## config.mk

```make
export PLATFORM = sky130hd
export DESIGN_NAME = dac_serializer
export DESIGN_NICKNAME = d
export VERILOG_FILES = /design/src/rtl/pitch_shifter_pkg.sv /design/src/rtl/sclk_tick_gen.sv /design/src/rtl/dac_serializer.sv
export SDC_FILE = /design/constraint.sdc
export NUM_CORES = 1
export LEC_CHECK = 0
export BUFFER_PORTS_ARGS = -buffer_cell sky130_fd_sc_hd__buf_2
export CORE_AREA = 2 2 90 92
export DETAILED_ROUTE_END_ITERATION = 8
export DIE_AREA = 0 0 92 94
export GPL_ROUTABILITY_DRIVEN = 0
export PLACE_DENSITY = 0.48
export SETUP_SLACK_MARGIN = 0.4
export SYNTH_ARGS = -nofsm -noshare
export SYNTH_HDL_FRONTEND = slang
export SYNTH_SLANG_ARGS = --single-unit
```

## constraint.sdc

```tcl
create_clock -name clk -period 1.7 [get_ports clk]
set_input_delay 0.085 -clock clk [delete_from_list [all_inputs] [get_ports clk]]
set_output_delay 0.085 -clock clk [all_outputs]
set_load 0.1 [all_outputs]
```

## src/rtl/pitch_shifter_pkg.sv

```systemverilog
// pitch_shifter_pkg: shared sample/frame widths, DAC frame constants and serializer states
package pitch_shifter_pkg;
    localparam int SAMPLE_W = 12;
    localparam int DAC_FRAME_W = 16;
    localparam logic [1:0] DAC_PD_NORMAL = 2'b00;
    typedef enum logic [1:0] {IDLE, SHIFT, GAP} dac_state_t;
    function automatic logic [DAC_FRAME_W-1:0] dac_frame(input logic [SAMPLE_W-1:0] s);
        return {DAC_PD_NORMAL, 2'b00, s};
    endfunction
endpackage

```

## src/rtl/sclk_tick_gen.sv

```systemverilog
// sclk_tick_gen: one-cycle tick every CLK_DIV enabled cycles, restartable by clr
module sclk_tick_gen #(
    parameter int CLK_DIV = 4
) (
    input  logic clk,
    input  logic reset,
    input  logic en,
    input  logic clr,
    output logic tick
);
    localparam int DW = CLK_DIV > 1 ? $clog2(CLK_DIV) : 1;
    localparam logic [DW-1:0] LAST = DW'(CLK_DIV - 1);
    logic [DW-1:0] cnt_q, cnt_d;
    // Tick on terminal count and wrap; clr forces a fresh half-period
    always_comb begin
        tick = en && cnt_q == LAST;
        cnt_d = (clr || tick) ? '0 : en ? cnt_q + DW'(1) : cnt_q;
    end
    // Divider register
    always_ff @(posedge clk or posedge reset) begin
        if (reset) cnt_q <= '0;
        else cnt_q <= cnt_d;
    end
endmodule

```

## src/rtl/dac_serializer.sv

```systemverilog
// dac_serializer: valid/ready sample intake with one-entry hold, SPI DAC frame serializer
module dac_serializer
    import pitch_shifter_pkg::*;
#(
    parameter int N = 12,
    parameter int CLK_DIV = 4,
    parameter int GAP_CYCLES = 2
) (
    input  logic         clk,
    input  logic         reset,
    input  logic [N-1:0] sample_in,
    input  logic         sample_valid,
    output logic         sample_ready,
    output logic         dac_sclk,
    output logic         dac_sync_n,
    output logic         dac_din,
    output logic         frame_done
);
    localparam int TW = $clog2(2 * DAC_FRAME_W);
    localparam logic [TW-1:0] LAST_T = TW'(2 * DAC_FRAME_W - 1);
    localparam int GW = GAP_CYCLES > 1 ? $clog2(GAP_CYCLES) : 1;
    localparam logic [GW-1:0] LAST_G = GW'(GAP_CYCLES - 1);
    dac_state_t state_q, state_d;
    logic [N-1:0] hold_q, hold_d;
    logic hold_full_q, hold_full_d;
    logic [DAC_FRAME_W-1:0] shift_q, shift_d;
    logic sclk_q, sclk_d, sync_n_q, sync_n_d, done_q, done_d;
    logic [TW-1:0] tcnt_q, tcnt_d;
    logic [GW-1:0] gcnt_q, gcnt_d;
    logic accept, load, tick;
    logic [SAMPLE_W-1:0] just;
    sclk_tick_gen #(.CLK_DIV(CLK_DIV)) u_tick (
        .clk(clk),
        .reset(reset),
        .en(state_q == SHIFT),
        .clr(load),
        .tick(tick)
    );
    // Holding register handshake plus frame FSM: each tick toggles sclk, rising ticks shift
    always_comb begin
        sample_ready = !hold_full_q || state_q == IDLE;
        accept = sample_valid && sample_ready;
        load = state_q == IDLE && hold_full_q;
        hold_d = accept ? sample_in : hold_q;
        hold_full_d = accept || (hold_full_q && !load);
        just = SAMPLE_W'(hold_q) << (SAMPLE_W - N);
        state_d = state_q;
        shift_d = shift_q;
        sclk_d = sclk_q;
        sync_n_d = sync_n_q;
        done_d = 1'b0;
        tcnt_d = tcnt_q;
        gcnt_d = gcnt_q;
        case (state_q)
            IDLE: if (load) begin
                state_d = SHIFT;
                shift_d = dac_frame(just);
                sync_n_d = 1'b0;
                tcnt_d = '0;
            end
            SHIFT: if (tick) begin
                sclk_d = !sclk_q;
                tcnt_d = tcnt_q + TW'(1);
                shift_d = sclk_q ? shift_q : shift_q << 1;
                if (tcnt_q == LAST_T) begin
                    state_d = GAP;
                    sync_n_d = 1'b1;
                    done_d = 1'b1;
                    gcnt_d = '0;
                end
            end
            GAP: begin
                state_d = gcnt_q == LAST_G ? IDLE : GAP;
                gcnt_d = gcnt_q + GW'(1);
            end
            default: state_d = IDLE;
        endcase
    end
    // State, hold and serial output registers
    always_ff @(posedge clk or posedge reset) begin
        if (reset) begin
            state_q <= IDLE;
            hold_q <= '0;
            hold_full_q <= 1'b0;
            shift_q <= '0;
            sclk_q <= 1'b1;
            sync_n_q <= 1'b1;
            done_q <= 1'b0;
            tcnt_q <= '0;
            gcnt_q <= '0;
        end else begin
            state_q <= state_d;
            hold_q <= hold_d;
            hold_full_q <= hold_full_d;
            shift_q <= shift_d;
            sclk_q <= sclk_d;
            sync_n_q <= sync_n_d;
            done_q <= done_d;
            tcnt_q <= tcnt_d;
            gcnt_q <= gcnt_d;
        end
    end
    assign dac_sclk = sclk_q;
    assign dac_sync_n = sync_n_q;
    assign dac_din = shift_q[DAC_FRAME_W-1];
    assign frame_done = done_q;
endmodule

```

* After elaboration in Yosys (flattened, before gate mapping)
Cells that the tools add are included.
Word-level totals: output and inout port bits 5, register bits after elaboration 42, input port bits 15, word-level logic and storage cells 65
Operators by class: equality and inequality tests 8, reductions and logical operators 20, $add $sub $neg 3, muxes and demuxes 24
Operators with widths (number):
- two-way mux 16 bit | 3
- case mux 16 bit (2 select lines) | 1
- two-way mux 2 bit | 6
- two-way mux 5 bit | 2
- case mux 5 bit (2 select lines) | 1
- AND reduction 3 bit | 3
- two-way mux 1 bit | 8
- AND reduction 4 bit | 2
- != test 2 bit (second input constant) | 3
- case mux 2 bit (3 select lines) | 1
- nonzero test 2 bit | 3
- adder 5 x 1 -> 5 bit (second input constant) | 1
- == test 5 bit (second input constant) | 1
- == test 2 bit (second input constant) | 2
- logical AND 1 bit | 4
- case mux 1 bit (2 select lines) | 2
- zero test 1 bit | 3
- logical OR 1 bit | 3
- adder 2 x 1 -> 2 bit (second input constant) | 1
- == test 2 x 1 -> 1 bit (second input constant) | 1
- zero test 2 bit | 1
- != test 2 x 1 -> 1 bit (second input constant) | 1
- AND reduction 2 bit | 1
- adder 1 bit (second input constant) | 1

* Depth between registers and ports, before layout
word-level depth 5, mapped depth 6, depth with buffers taken out 6

* Cells and area by module
A second synthesis with hierarchy kept.
Second synthesis, totals: cell total of the unflattened synthesis 148, area, all modules 1963.1 um^2
By module, submodules not included:
- dac_serializer | seq. area each 1003.5 um^2, instances 1, cells an instance 137, area each 1848.0 um^2
- sclk_tick_gen | seq. area each 50.0 um^2, instances 1, cells an instance 11, area each 115.1 um^2

* Worst setup path after synthesis
Ideal clock, no wire load.
path type reg-to-reg, from reg state_q[1], to reg hold_q[0], buffers on the path 2, path slack -533 ps, cell stages (with the launch flop) 6, required time 1575 ps, arrival 2108 ps, period minus slack after synthesis 2233 ps, setup time 125 ps, path through dfrtp_1 buf_4 o21ai_2 nand2_1 buf_2 mux2_2
Between the ends: word-level cells in the longest chain between the ends 3
RTL lines:
- from (decl) | RTL line dac_serializer.sv:23 | dac_state_t state_q, state_d;
- from (signal assigned) | RTL line dac_serializer.sv:92 | state_q <= state_d;
- zero test 2 bit | RTL line dac_serializer.sv:41 | sample_ready = !hold_full_q || state_q == IDLE;
- logical OR 1 bit | RTL line dac_serializer.sv:41
- via sample_ready | RTL line dac_serializer.sv:13 | output logic sample_ready,
- logical AND 1 bit | RTL line dac_serializer.sv:42 | accept = sample_valid && sample_ready;
- to (signal assigned) | RTL line dac_serializer.sv:93 | hold_q <= hold_d;
- to (decl) | RTL line dac_serializer.sv:24 | logic [N-1:0] hold_q, hold_d;
The timed path passes the listed nets, and every way through them passes these cells. A chain may end at the register's enable or synchronous reset.

* Worst setup path after layout
from reg sclk_q, in the netlist dac_sclk, to reg shift_q[9]
Between the ends: word-level cells in the longest chain between the ends 2
RTL lines:
- from (decl) | RTL line dac_serializer.sv:27 | logic sclk_q, sclk_d, sync_n_q, sync_n_d, done_q, done_d;
- from (signal assigned) | RTL line dac_serializer.sv:96 | sclk_q <= sclk_d;
- != test 2 bit (no source line)
- AND reduction 4 bit (no source line)
- to (signal assigned) | RTL line dac_serializer.sv:95 | shift_q <= shift_d;
- to (decl) | RTL line dac_serializer.sv:26 | logic [DAC_FRAME_W-1:0] shift_q, shift_d;
Every way passes these cells.

==> flow_metrics.py <==
metrics = {
    "detailed_routing": {
        "drt-total-wl_um": 4010,
        "wl_per_cell_um": 13.6,
        "vias": 1288,
        "route.detailed.drc": 0,
        "antenna_left": 0,
        "vias_per_cell": 4.37,
        "dr.pass1.iters": 4,
        "drtIter0Drc": 29,
    },
    "layout": {
        "syn_to_final_growth_pct": 34.1,
        "fillCellCount": 793,
        "antenna-diode-count": 0,
        "multi_input_area_um2": 918,
        "finalNonFillerCells": 295,
        "nets": 210,
        "fin_area_um2": 2530,
        "seq_area_um2": 1060,
        "fin_util": 0.332,
        "drive_gt1_frac": 0.503,
    },
    "global_routing": {
        "grtUsageTotal": 0.0966,
        "grt_pass1_wl_um": 6420,
        "antenna_found_initial": 0,
        "gr-total-overflow": 0,
        "grt_pass1_vias": 1273,
        "grt_max_degree": 43,
    },
    "clock_network": {
        "cts_tree": "done",
        "insertion_delay_ns": 0.30,
        "cts_root_buf": "clkbuf_8",
        "clk_pin_slew_ns": 0.08,
        "htreeDepth": 2,
        "numCtsBuffers": 5,
        "clock-sinks": 42,
        "clockBufferDepth": 2,
    },
    "yosys": {
        "syn_area_per_cell_um2": 12.7,
        "synth_area_leaders": "dfrtp_1 53%, mux2_2 10%, mux2i_1 4.2%",
        "ys_ff_latch": 42,
        "synthArstFlopShare": 1.00,
        "yosysMostFrequentCell": "dfrtp_1",
        "ys_top_cells_by_count": "40 x dfrtp_1, 17 x mux2_2, 11 x a21oi_1, 9 x a22o_1",
        "yosysTopAreaCell": "dfrtp_1",
        "synth_cell_types": 36,
        "synth_nets": 167,
        "synth_top_cell_area_share": 0.531,
        "synth_edf_count": 0,
        "synthesis.area_um2": 1890,
        "seq_area_frac_synth": 0.559,
        "postSynthCellCount": 149,
        "synth_top_flop_cell": "dfrtp_1",
        "yosys_warnings": 0,
    },
    "sta": {
        "tightest_slew_ns": 0.503,
        "slew_viol_final": 0,
        "hold_ws_ns": 0.00942,
        "relSlewSlack": 0.667,
        "rsz0062_at_grt": "yes",
        "period_needed_ns": 1.49,
        "period_share": 0.878,
        "max_freq_ghz": 0.670,
        "hold_viol": 0,
        "finClkSkew_ns": 0.00794,
        "setup_viol": 0,
    },
    "critical_path": {
        "cp.arrival_ns": 1.67,
        "worst_setup_path_start_kind": "flop",
        "critPathKind": "flop to flop",
        "end_kind": "flop",
        "crit_fanout": 4,
        "worstPathRequired_ns": 1.88,
    },
    "place": {
        "dpl_cell_area_um2": 2160,
        "place_inst": 272,
        "placement.io_buffers": 19,
        "dpl.hpwl_um": 2470,
    },
    "die": {
        "die_width_um": 92,
        "start_util": 0.248,
        "io_pins": 20,
        "fp.dieH_um": 94,
        "core_area_um2": 7610,
        "dieArea_um2": 8650,
        "fp-row-count": 32,
    },
    "pwr": {
        "p_leak_nw": 1.20,
        "power.internal_w": 0.00140,
        "finalPower_w": 0.00180,
        "switching_share": 0.220,
        "clock_power_share": 0.373,
        "p_switching_w": 0.000395,
        "combPwrFrac": 0.043,
        "power_density_nw_per_um2": 711,
        "seq_power_share": 0.583,
        "peakVddDrop_mv": 0.360,
    },
    "flow_run": {
        "drv_cap": 0,
    },
    "run_status": {
        "status": "finished clean",
    },
    "worst_hold_path": {
        "hp-class": "input port to flop",
    },
}
[cells by family after synthesis]
family / count (synthesis) / share of synthesized area
and+or+nand+nor: 36 / 0.114
muxes: 27 / 0.160
adders and majority gates: 3 / 0.0199
DFF: 42 / 0.559
AOI/OAI and AO/OA: 29 / 0.106
buffers and inverters: 11 / 0.0372
xor gates and xnor gates: 1 / 0.00465
[placed cells by master (no fill, tap or decap), types with 2 or more instances in the layout]
cell,count
a22o_1,9
a21oi_1,4
mux2_4,2
nor2_4,2
nand2b_1,2
nor2_1,2
nor2b_1,2
buf_6,4
clkbuf_8,6
inv_1,4
a21oi_2,7
ha_4,2
a21o_1,2
buf_4,18
mux2i_1,8
nor2b_4,2
dfrtp_1,37
nand2_8,2
buf_2,17
mux2_2,17
buf_12,2
nand3_1,2
dfrtp_2,3
nor3_1,8
nand2_1,6
[stage by stage]
step | setup WS, ns | TNS [ns]
floorplan | -0.121 | -1.31
global placement | 0.156 | 0
detailed placement | 0.151 | 0
CTS | 0.205 | 0
global route | 0.188 | 0
finish | 0.208 | 0
[state kept, by name, indices dropped and copies added (netlist names)]
name / cells
dac_sclk: 1
dac_sync_n: 1
frame_done: 1
gcnt_q: 1
hold_full_q: 1
hold_q: 12
shift_q: 16
state_q: 2
tcnt_q: 5
u_tick.cnt_q: 2
[cell type report]
class | count | share of cell area
Clock buffer | 7 | 0.0341
Multi-Input combinational cell | 97 | 0.363
Sequential cell | 42 | 0.420
Inverter | 4 | 0.00594
Timing Repair Buffer | 42 | 0.125
Tap cell | 102 | 0.0505
Clock inverter | 1 | 0.00198
[power groups by stage]
stage	clock network (W)	registers (W)	logic [W]
4_1_cts	0.000695	0.00105	0.0000809
3_5_place_dp	0	0.00107	0.0000748
2_1_floorplan	0	0.00106	0.0000452
3_3_place_gp	0	0.00107	0.0000732
6_report	0.000671	0.00105	0.0000776
5_1_grt	0.000748	0.00105	0.0000876
[critical path: stages (launching register included)]
cell,delay (ns)
dfstp_4,0.63
and4bb_4,0.20
or2_4,0.26
mux2_4,0.30
[final timing paths]
kind | from | end | slack (ns) | depth (start not counted)
setup / recovery | dac_sclk | shift_q[9] | 0.21 | 3
max in group asynchronous | reset | dac_sclk | 1.06 | 4
hold / removal | sample_in[4] | hold_q[4] | 0.009 | 2
setup reg to reg | dac_sclk | shift_q[9] | 0.21 | 3
min in group asynchronous | reset | tcnt_q[4] | 0.38 | 4
hold reg to reg | shift_q[0] | shift_q[0] | 0.49 | 1
[timing repair]
| item | 4_1_cts | 5_1_grt |
|---|---|---|
| cloned | 1 | 0 |
| setup buffers | 7 | 6 |
| endpoints found under the hold margin | 40 | 0 |
| hold buffers | 1 | 0 |
| pin swaps | 8 | 7 |
| endpoints found under the setup margin | 43 | 39 |
| resized for setup | 27 | 11 |
[routing by layer]
layer | track usage | share of wire | wire (µm) | up-vias
met2 | 0.147 | 0.47 | 1880 | 23
li1 | - | - | - | 621
met4 | 0.0224 | 0.0035 | 14 | 0
met1 | 0.131 | 0.48 | 1940 | 641
met3 | 0.0361 | 0.044 | 177 | 3
met5 | 0 | 0 | 0 | -
No activity file was read; power rests on OpenSTA's default activity.
